==> config.mk <==
export PLATFORM = sky130hd
export DESIGN_NAME = pipe_fetch
export DESIGN_NICKNAME = d
export VERILOG_FILES = /design/src/rtl/y86_pkg.sv /design/src/rtl/fetch_align.sv /design/src/rtl/pipe_fetch.sv
export SDC_FILE = /design/constraint.sdc
export NUM_CORES = 1
export LEC_CHECK = 0
export BUFFER_PORTS_ARGS = -buffer_cell sky130_fd_sc_hd__buf_2
export CAP_MARGIN = 5
export CELL_PAD_IN_SITES_DETAIL_PLACEMENT = 1
export CELL_PAD_IN_SITES_GLOBAL_PLACEMENT = 2
export CORE_MARGIN = 2
export CORE_UTILIZATION = 32
export DETAILED_ROUTE_END_ITERATION = 16
export PLACE_DENSITY_LB_ADDON = 0.1
export RECOVER_POWER = 100
export SYNTH_ARGS = -nofsm -noshare
export SYNTH_HDL_FRONTEND = slang
export SYNTH_HIERARCHICAL = 1
export SYNTH_SLANG_ARGS = --single-unit
==> constraint.sdc <==
create_clock -name clk -period 8.5 [get_ports clk]
set_input_delay 2.125 -clock clk [delete_from_list [all_inputs] [get_ports clk]]
set_output_delay 2.125 -clock clk [all_outputs]
set_load 0.01 [all_outputs]
==> src/rtl/y86_pkg.sv <==
// Shared Y86-64 definitions: instruction codes, status codes and pipeline bubble defaults.
// Used by the fetch stage and by the pipeline control logic.
package y86_pkg;

  localparam logic [3:0] I_HALT  = 4'h0;
  localparam logic [3:0] I_NOP   = 4'h1;
  localparam logic [3:0] I_CMOV  = 4'h2;
  localparam logic [3:0] I_IRMOV = 4'h3;
  localparam logic [3:0] I_RMMOV = 4'h4;
  localparam logic [3:0] I_MRMOV = 4'h5;
  localparam logic [3:0] I_OPQ   = 4'h6;
  localparam logic [3:0] I_JXX   = 4'h7;
  localparam logic [3:0] I_CALL  = 4'h8;
  localparam logic [3:0] I_RET   = 4'h9;
  localparam logic [3:0] I_PUSH  = 4'hA;
  localparam logic [3:0] I_POP   = 4'hB;

  localparam logic [3:0] RNONE = 4'hF;

  typedef enum logic [1:0] {
    STAT_AOK = 2'b00,
    STAT_HLT = 2'b01,
    STAT_ADR = 2'b10,
    STAT_INS = 2'b11
  } stat_e;

  localparam stat_e      BUBBLE_STAT  = STAT_AOK;
  localparam logic [3:0] BUBBLE_ICODE = I_NOP;
  localparam logic [3:0] BUBBLE_IFUN  = 4'h0;

  function automatic logic need_regids(input logic [3:0] icode);
    return (icode == I_CMOV)  || (icode == I_IRMOV) || (icode == I_RMMOV) ||
           (icode == I_MRMOV) || (icode == I_OPQ)   || (icode == I_PUSH)  ||
           (icode == I_POP);
  endfunction

  function automatic logic need_valc(input logic [3:0] icode);
    return (icode == I_IRMOV) || (icode == I_RMMOV) || (icode == I_MRMOV) ||
           (icode == I_JXX)   || (icode == I_CALL);
  endfunction

endpackage

==> src/rtl/fetch_align.sv <==
// Combinational instruction split: icode/ifun, register ids, constant, valP,
// fetch status and the predicted next PC for the bytes presented at f_pc.
module fetch_align
  import y86_pkg::*;
#(
  parameter int PC_W = 64
) (
  input  logic [79:0]     imem_data,
  input  logic            imem_error,
  input  logic [PC_W-1:0] f_pc,
  output logic [3:0]      icode,
  output logic [3:0]      ifun,
  output logic [3:0]      rA,
  output logic [3:0]      rB,
  output logic [PC_W-1:0] valC,
  output logic [PC_W-1:0] valP,
  output logic [1:0]      f_stat,
  output logic [PC_W-1:0] f_predPC
);

  logic  regids;
  logic  has_valc;
  logic  instr_valid;
  stat_e stat;

  always_comb begin
    icode = imem_data[7:4];
    ifun  = imem_data[3:0];
    // A bad address must not look like a real instruction downstream.
    if (imem_error) begin
      icode = I_NOP;
      ifun  = 4'h0;
    end

    instr_valid = (icode <= I_POP);
    regids      = need_regids(icode);
    has_valc    = need_valc(icode);

    rA = RNONE;
    rB = RNONE;
    if (regids) begin
      rA = imem_data[15:12];
      rB = imem_data[11:8];
    end

    valC = '0;
    if (has_valc) begin
      valC = regids ? PC_W'(imem_data[79:16]) : PC_W'(imem_data[71:8]);
    end

    valP = f_pc + PC_W'(1) + PC_W'(regids) + (has_valc ? PC_W'(8) : PC_W'(0));

    f_predPC = ((icode == I_JXX) || (icode == I_CALL)) ? valC : valP;

    if (imem_error)        stat = STAT_ADR;
    else if (!instr_valid) stat = STAT_INS;
    else if (icode == I_HALT) stat = STAT_HLT;
    else                   stat = STAT_AOK;
    f_stat = stat;
  end

endmodule

==> src/rtl/pipe_fetch.sv <==
// Y86-64 fetch stage with F and D pipeline registers; PC select lives here.
// Optional FETCH_PERF_CNT_EN adds a 32-bit count of non-bubble D loads.
module pipe_fetch
  import y86_pkg::*;
#(
  parameter logic [63:0] RESET_PC = 64'h0,
  parameter int          PC_W     = 64
) (
  input  logic            clk,
  input  logic            rst,
  input  logic            F_stall,
  input  logic            D_stall,
  input  logic            D_bubble,
  input  logic [3:0]      M_icode,
  input  logic            M_cnd,
  input  logic [PC_W-1:0] M_valA,
  input  logic [3:0]      W_icode,
  input  logic [PC_W-1:0] W_valM,
  input  logic [79:0]     imem_data,
  input  logic            imem_error,
  output logic [PC_W-1:0] f_pc,
  output logic [1:0]      D_stat,
  output logic [3:0]      D_icode,
  output logic [3:0]      D_ifun,
  output logic [3:0]      D_rA,
  output logic [3:0]      D_rB,
  output logic [PC_W-1:0] D_valC,
  output logic [PC_W-1:0] D_valP
`ifdef FETCH_PERF_CNT_EN
  ,
  output logic [31:0]     fetch_count
`endif
);

  logic [PC_W-1:0] f_pred_pc_q, f_pred_pc_d;

  logic [1:0]      d_stat_q,  d_stat_d;
  logic [3:0]      d_icode_q, d_icode_d;
  logic [3:0]      d_ifun_q,  d_ifun_d;
  logic [3:0]      d_ra_q,    d_ra_d;
  logic [3:0]      d_rb_q,    d_rb_d;
  logic [PC_W-1:0] d_valc_q,  d_valc_d;
  logic [PC_W-1:0] d_valp_q,  d_valp_d;

  logic [3:0]      a_icode, a_ifun, a_ra, a_rb;
  logic [PC_W-1:0] a_valc, a_valp, a_pred_pc;
  logic [1:0]      a_stat;

  // Recovery overrides are not gated by F_stall; only the predictor update is.
  always_comb begin
    if ((M_icode == I_JXX) && !M_cnd) f_pc = M_valA;
    else if (W_icode == I_RET)        f_pc = W_valM;
    else                              f_pc = f_pred_pc_q;
  end

  fetch_align #(.PC_W(PC_W)) u_align (
    .imem_data  (imem_data),
    .imem_error (imem_error),
    .f_pc       (f_pc),
    .icode      (a_icode),
    .ifun       (a_ifun),
    .rA         (a_ra),
    .rB         (a_rb),
    .valC       (a_valc),
    .valP       (a_valp),
    .f_stat     (a_stat),
    .f_predPC   (a_pred_pc)
  );

  always_comb begin
    f_pred_pc_d = f_pred_pc_q;
    if (!F_stall) f_pred_pc_d = a_pred_pc;
  end

  // Stall outranks bubble so a held instruction is never lost.
  always_comb begin
    d_stat_d  = d_stat_q;
    d_icode_d = d_icode_q;
    d_ifun_d  = d_ifun_q;
    d_ra_d    = d_ra_q;
    d_rb_d    = d_rb_q;
    d_valc_d  = d_valc_q;
    d_valp_d  = d_valp_q;
    if (!D_stall) begin
      if (D_bubble) begin
        d_stat_d  = BUBBLE_STAT;
        d_icode_d = BUBBLE_ICODE;
        d_ifun_d  = BUBBLE_IFUN;
        d_ra_d    = RNONE;
        d_rb_d    = RNONE;
        d_valc_d  = '0;
        d_valp_d  = '0;
      end else begin
        d_stat_d  = a_stat;
        d_icode_d = a_icode;
        d_ifun_d  = a_ifun;
        d_ra_d    = a_ra;
        d_rb_d    = a_rb;
        d_valc_d  = a_valc;
        d_valp_d  = a_valp;
      end
    end
  end

  always_ff @(posedge clk) begin
    if (rst) begin
      f_pred_pc_q <= PC_W'(RESET_PC);
      d_stat_q    <= BUBBLE_STAT;
      d_icode_q   <= BUBBLE_ICODE;
      d_ifun_q    <= BUBBLE_IFUN;
      d_ra_q      <= RNONE;
      d_rb_q      <= RNONE;
      d_valc_q    <= '0;
      d_valp_q    <= '0;
    end else begin
      f_pred_pc_q <= f_pred_pc_d;
      d_stat_q    <= d_stat_d;
      d_icode_q   <= d_icode_d;
      d_ifun_q    <= d_ifun_d;
      d_ra_q      <= d_ra_d;
      d_rb_q      <= d_rb_d;
      d_valc_q    <= d_valc_d;
      d_valp_q    <= d_valp_d;
    end
  end

  assign D_stat  = d_stat_q;
  assign D_icode = d_icode_q;
  assign D_ifun  = d_ifun_q;
  assign D_rA    = d_ra_q;
  assign D_rB    = d_rb_q;
  assign D_valC  = d_valc_q;
  assign D_valP  = d_valp_q;

`ifdef FETCH_PERF_CNT_EN
  logic [31:0] fetch_count_q, fetch_count_d;

  always_comb begin
    fetch_count_d = fetch_count_q;
    if (!D_stall && !D_bubble) fetch_count_d = fetch_count_q + 32'd1;
  end

  always_ff @(posedge clk) begin
    if (rst) fetch_count_q <= '0;
    else     fetch_count_q <= fetch_count_d;
  end

  assign fetch_count = fetch_count_q;
`endif

endmodule

==> out/results.tsv <==
stage	metric	value	unit
drt	DRT iter0 DRCs	873	
layout	final std cells w/o fill	2430	
clocking	Worst-Skew Late Latency	0.55	ns
clocking	Post-CTS Resized	0	
clocking	H-tree depth	1	
worst_setup_path	Critical path buffers and inverters	4	
worst_hold_path	Worst Hold Class	flip-flop to flip-flop	
yosys	Post-Syn Nets	1748	
worst_setup_path	crit path kind	input port to flip-flop	
yosys	Yosys top cell area share	0.316	
floorplan	Die Area	43200	um2
yosys	Main synth FF type	dfxtp_1	
sta	Setup violations, final	0	
floorplan	placeable core area	40900	um2
yosys	Synth Instances	1522	
floorplan	IO Pins	433	
worst_setup_path	Critical Path, Cell by Cell	buf_2 -> or4b_1 -> o21a_1 -> or2_2 -> clkbuf_2 -> inv_1 -> ha_1 -> and4b_1 -> o211ai_1 -> clkbuf_1 -> or4_1 -> or3_1 -> a31oi_1 -> mux2i_1 -> nor2_1	
sta	final critical-path required period	7.18	ns
clocking	clock-pin slew on the worst setup and hold paths	0.06	ns
yosys	Synth cell types	58	
drt	# DRC	0	
sta	final worst path period share	0.844	
sta	RSZ-0062 raised after global routing	no	
worst_setup_path	WP data arrival	7.65	ns
sta	skew final	0.0136	ns
placement	Final HPWL DP	45.2	mm
power	total chip power	2.63	mW
yosys	Synth area leaders	dfxtp_1 (32%), mux2_4 (14%), a22oi_1 (8.5%), nor2_1 (7.0%), mux2i_1 (6.7%)	
floorplan	Initial Utilization	0.325	
yosys	number of synthesized flops with an enable pin	0	
drt	DRT antenna net count	0	
layout	layout cells sized above 1	0.242	
floorplan	FP Rows	74	
grt	pin count of the biggest net entering global routing	85	
layout	Nets	2096	
sta	Setup TNS	0	ns
layout	P&R area growth vs syn	21.6	%
clocking	Post-CTS Setup Repair Bufs	0	
yosys	Syn. warnings	6	
worst_setup_path	Critical Path RT	8.97	ns
sta	Slew @ Worst Pin	4.15	ns
sta	Final Hold Viols	0	
drt	via count	13400	
power	Pleak	6.85	nW
yosys	synthesized area per cell	8.75	um2
outcome	failing checks	max-capacitance violations, max-slew violations	
power	worst vdd ir	0.149	mV
worst_setup_path	Largest delay share family, worst path	simple AND/OR/NAND/NOR gates	
clocking	Sink Count	210	
worst_setup_path	CP Capture Type	flip-flop	
yosys	sequential fraction of the synthesis area	0.316	
yosys	mapped cell area	13300	um2
clocking	clock root cell	clkbuf_16	
sta	Max Freq	0.139	GHz
yosys	cell taking the most area after synthesis	dfxtp_1	
grt	global-route wire length before repair	89.8	mm
sta	Slew headroom	-1.77	
drt	Pre-antenna DRT Iters	5	
drt	DR WL/cell	25.1	um
grt	GRT overflow	0	
clocking	hold_buf cts	0	
flow_run	max cap viols	5	
placement	dpl cells	2374	
floorplan	DIE HEIGHT	208	um
yosys	Synth top cells by count	nor2_1 (250), dfxtp_1 (210), a22oi_1 (150)	
floorplan	Die Span X	208	um
sta	worst hold margin	0.485	ns
clocking	Num CTS Buffers	26	
yosys	ys async rst share	0	
yosys	#FFs+latches synth	210	
yosys	most frequent cell after synthesis	nor2_1	
grt	All-Layer GR Usage	0.269	
layout	final core utilization	0.396	
outcome	status	complete, but fails checks	
drt	drt total wl	61.1	mm
worst_setup_path	Slowest Stage Delay on Critical Path	1.10	ns
drt	vias per cell	5.51	
worst_setup_path	top fanout value on the critical path	68	
power	PwrDens	162	nW/um2
worst_setup_path	CP max-delay cell	clkbuf_2	
layout	Layout fillers	5050	
worst_setup_path	Worst R2R Start	f_pred_pc_q[3]$_SDFFE_PP0N_	
worst_setup_path	CP startpoint kind	input port	
clocking	CTS tree	done	
sta	Final Slew Violations	317	
placement	port buffer count	432	
placement	GPL Wtd Cong	0.828	
worst_hold_path	min-delay src	D_rB[2]$_SDFFE_PP1N_	
grt	vias in the first global route	13700	
grt	initial antenna violation count	16	
clocking	clock buffer depth	3	
worst_setup_path	Setup crit start	imem_data[7]	
[power breakdown]
part	switching, mW	internal [mW]
logic	0.271	0.163
registers	0.0138	1.00
clock network	0.469	0.705
[layout by cell type (no fill, tap or decap), types with 6 or more instances in the layout]
cell and instances:
o211ai_1 15, and2_1 10, diode_2 9, o22ai_1 9, nor2b_1 22, nand2b_1 14
clkbuf_16 26, buf_2 282, nor4_1 17, nor3_1 21, and4_1 11, inv_1 23
xor2_1 27, buf_4 15, or3_1 20, mux2_1 62, dfxtp_1 210, mux2i_1 89
or4_1 12, clkbuf_8 6, nand4_1 24, a31oi_1 13, clkbuf_1 157, mux2_4 65
nor2_1 250, a311oi_1 13, o31ai_1 20, nand2_1 49, nand3_1 65, a22oi_1 150
o21ai_0 39, a21oi_1 40, xnor2_1 23, mux2_2 32
[cells by family after synthesis]
| family | count (synthesis) | synth area share |
|---|---|---|
| AOI/OAI and AO/OA | 309 | 0.158 |
| xor gates and xnor gates | 50 | 0.0329 |
| adders and majority gates | 3 | 0.00282 |
| buffers and inverters | 160 | 0.0564 |
| DFF | 210 | 0.316 |
| muxes | 248 | 0.235 |
| and+or+nand+nor | 542 | 0.198 |
[sequential cells by signal (all words and copies together) (netlist names)]
signal,flops
f_pred_pc_q,64
D_ifun,4
D_icode,4
D_rA,4
D_valP,64
D_valC,64
D_stat,2
D_rB,4
[cell type report]
cell class / count / area (um2) / area share
multi-input combinational: 1152 / 8180 / 0.505
sequential: 210 / 4200 / 0.260
timing repair buffer: 456 / 2130 / 0.132
clock buffer: 36 / 748 / 0.0462
tap: 532 / 666 / 0.0411
clock inverter: 11 / 146 / 0.00904
inverter: 24 / 90.1 / 0.00556
antenna: 9 / 22.5 / 0.00139
[stage by stage]
step                      instance area [um2]  worst slack [ns]
after global routing                    16200             0.962
after detailed placement                15700              1.62
final                                   16200              1.32
after CTS                               16600              2.00
after floorplan                         13300              2.61
after global placement                  15700              1.71
[layer usage]
layer,up-vias,global-route usage,share of wire
met5,-,0,0.0015
met4,14,0.0797,0.030
met3,102,0.0498,0.054
met2,406,0.440,0.46
met1,6629,0.360,0.45
li1,6239,-,-
[path summary, 6_finish.rpt]
kind	end	slack, ns	cells after the start
worst max-delay path	f_pred_pc_q[61]$_SDFFE_PP0N_	1.32	15
worst min-delay path	D_rB[2]$_SDFFE_PP1N_	0.48	2
worst max register to register	f_pred_pc_q[61]$_SDFFE_PP0N_	4.61	11
worst min register to register	D_rB[2]$_SDFFE_PP1N_	0.48	2
[tightest hold or removal path: cells and delay by family, from the launching register on]
kind / cells / cell delay [ns]
flops: 1 / 0.33
compound gates: 1 / 0.07
simple gates: 1 / 0.06
(Power assumes the default switching activity.)
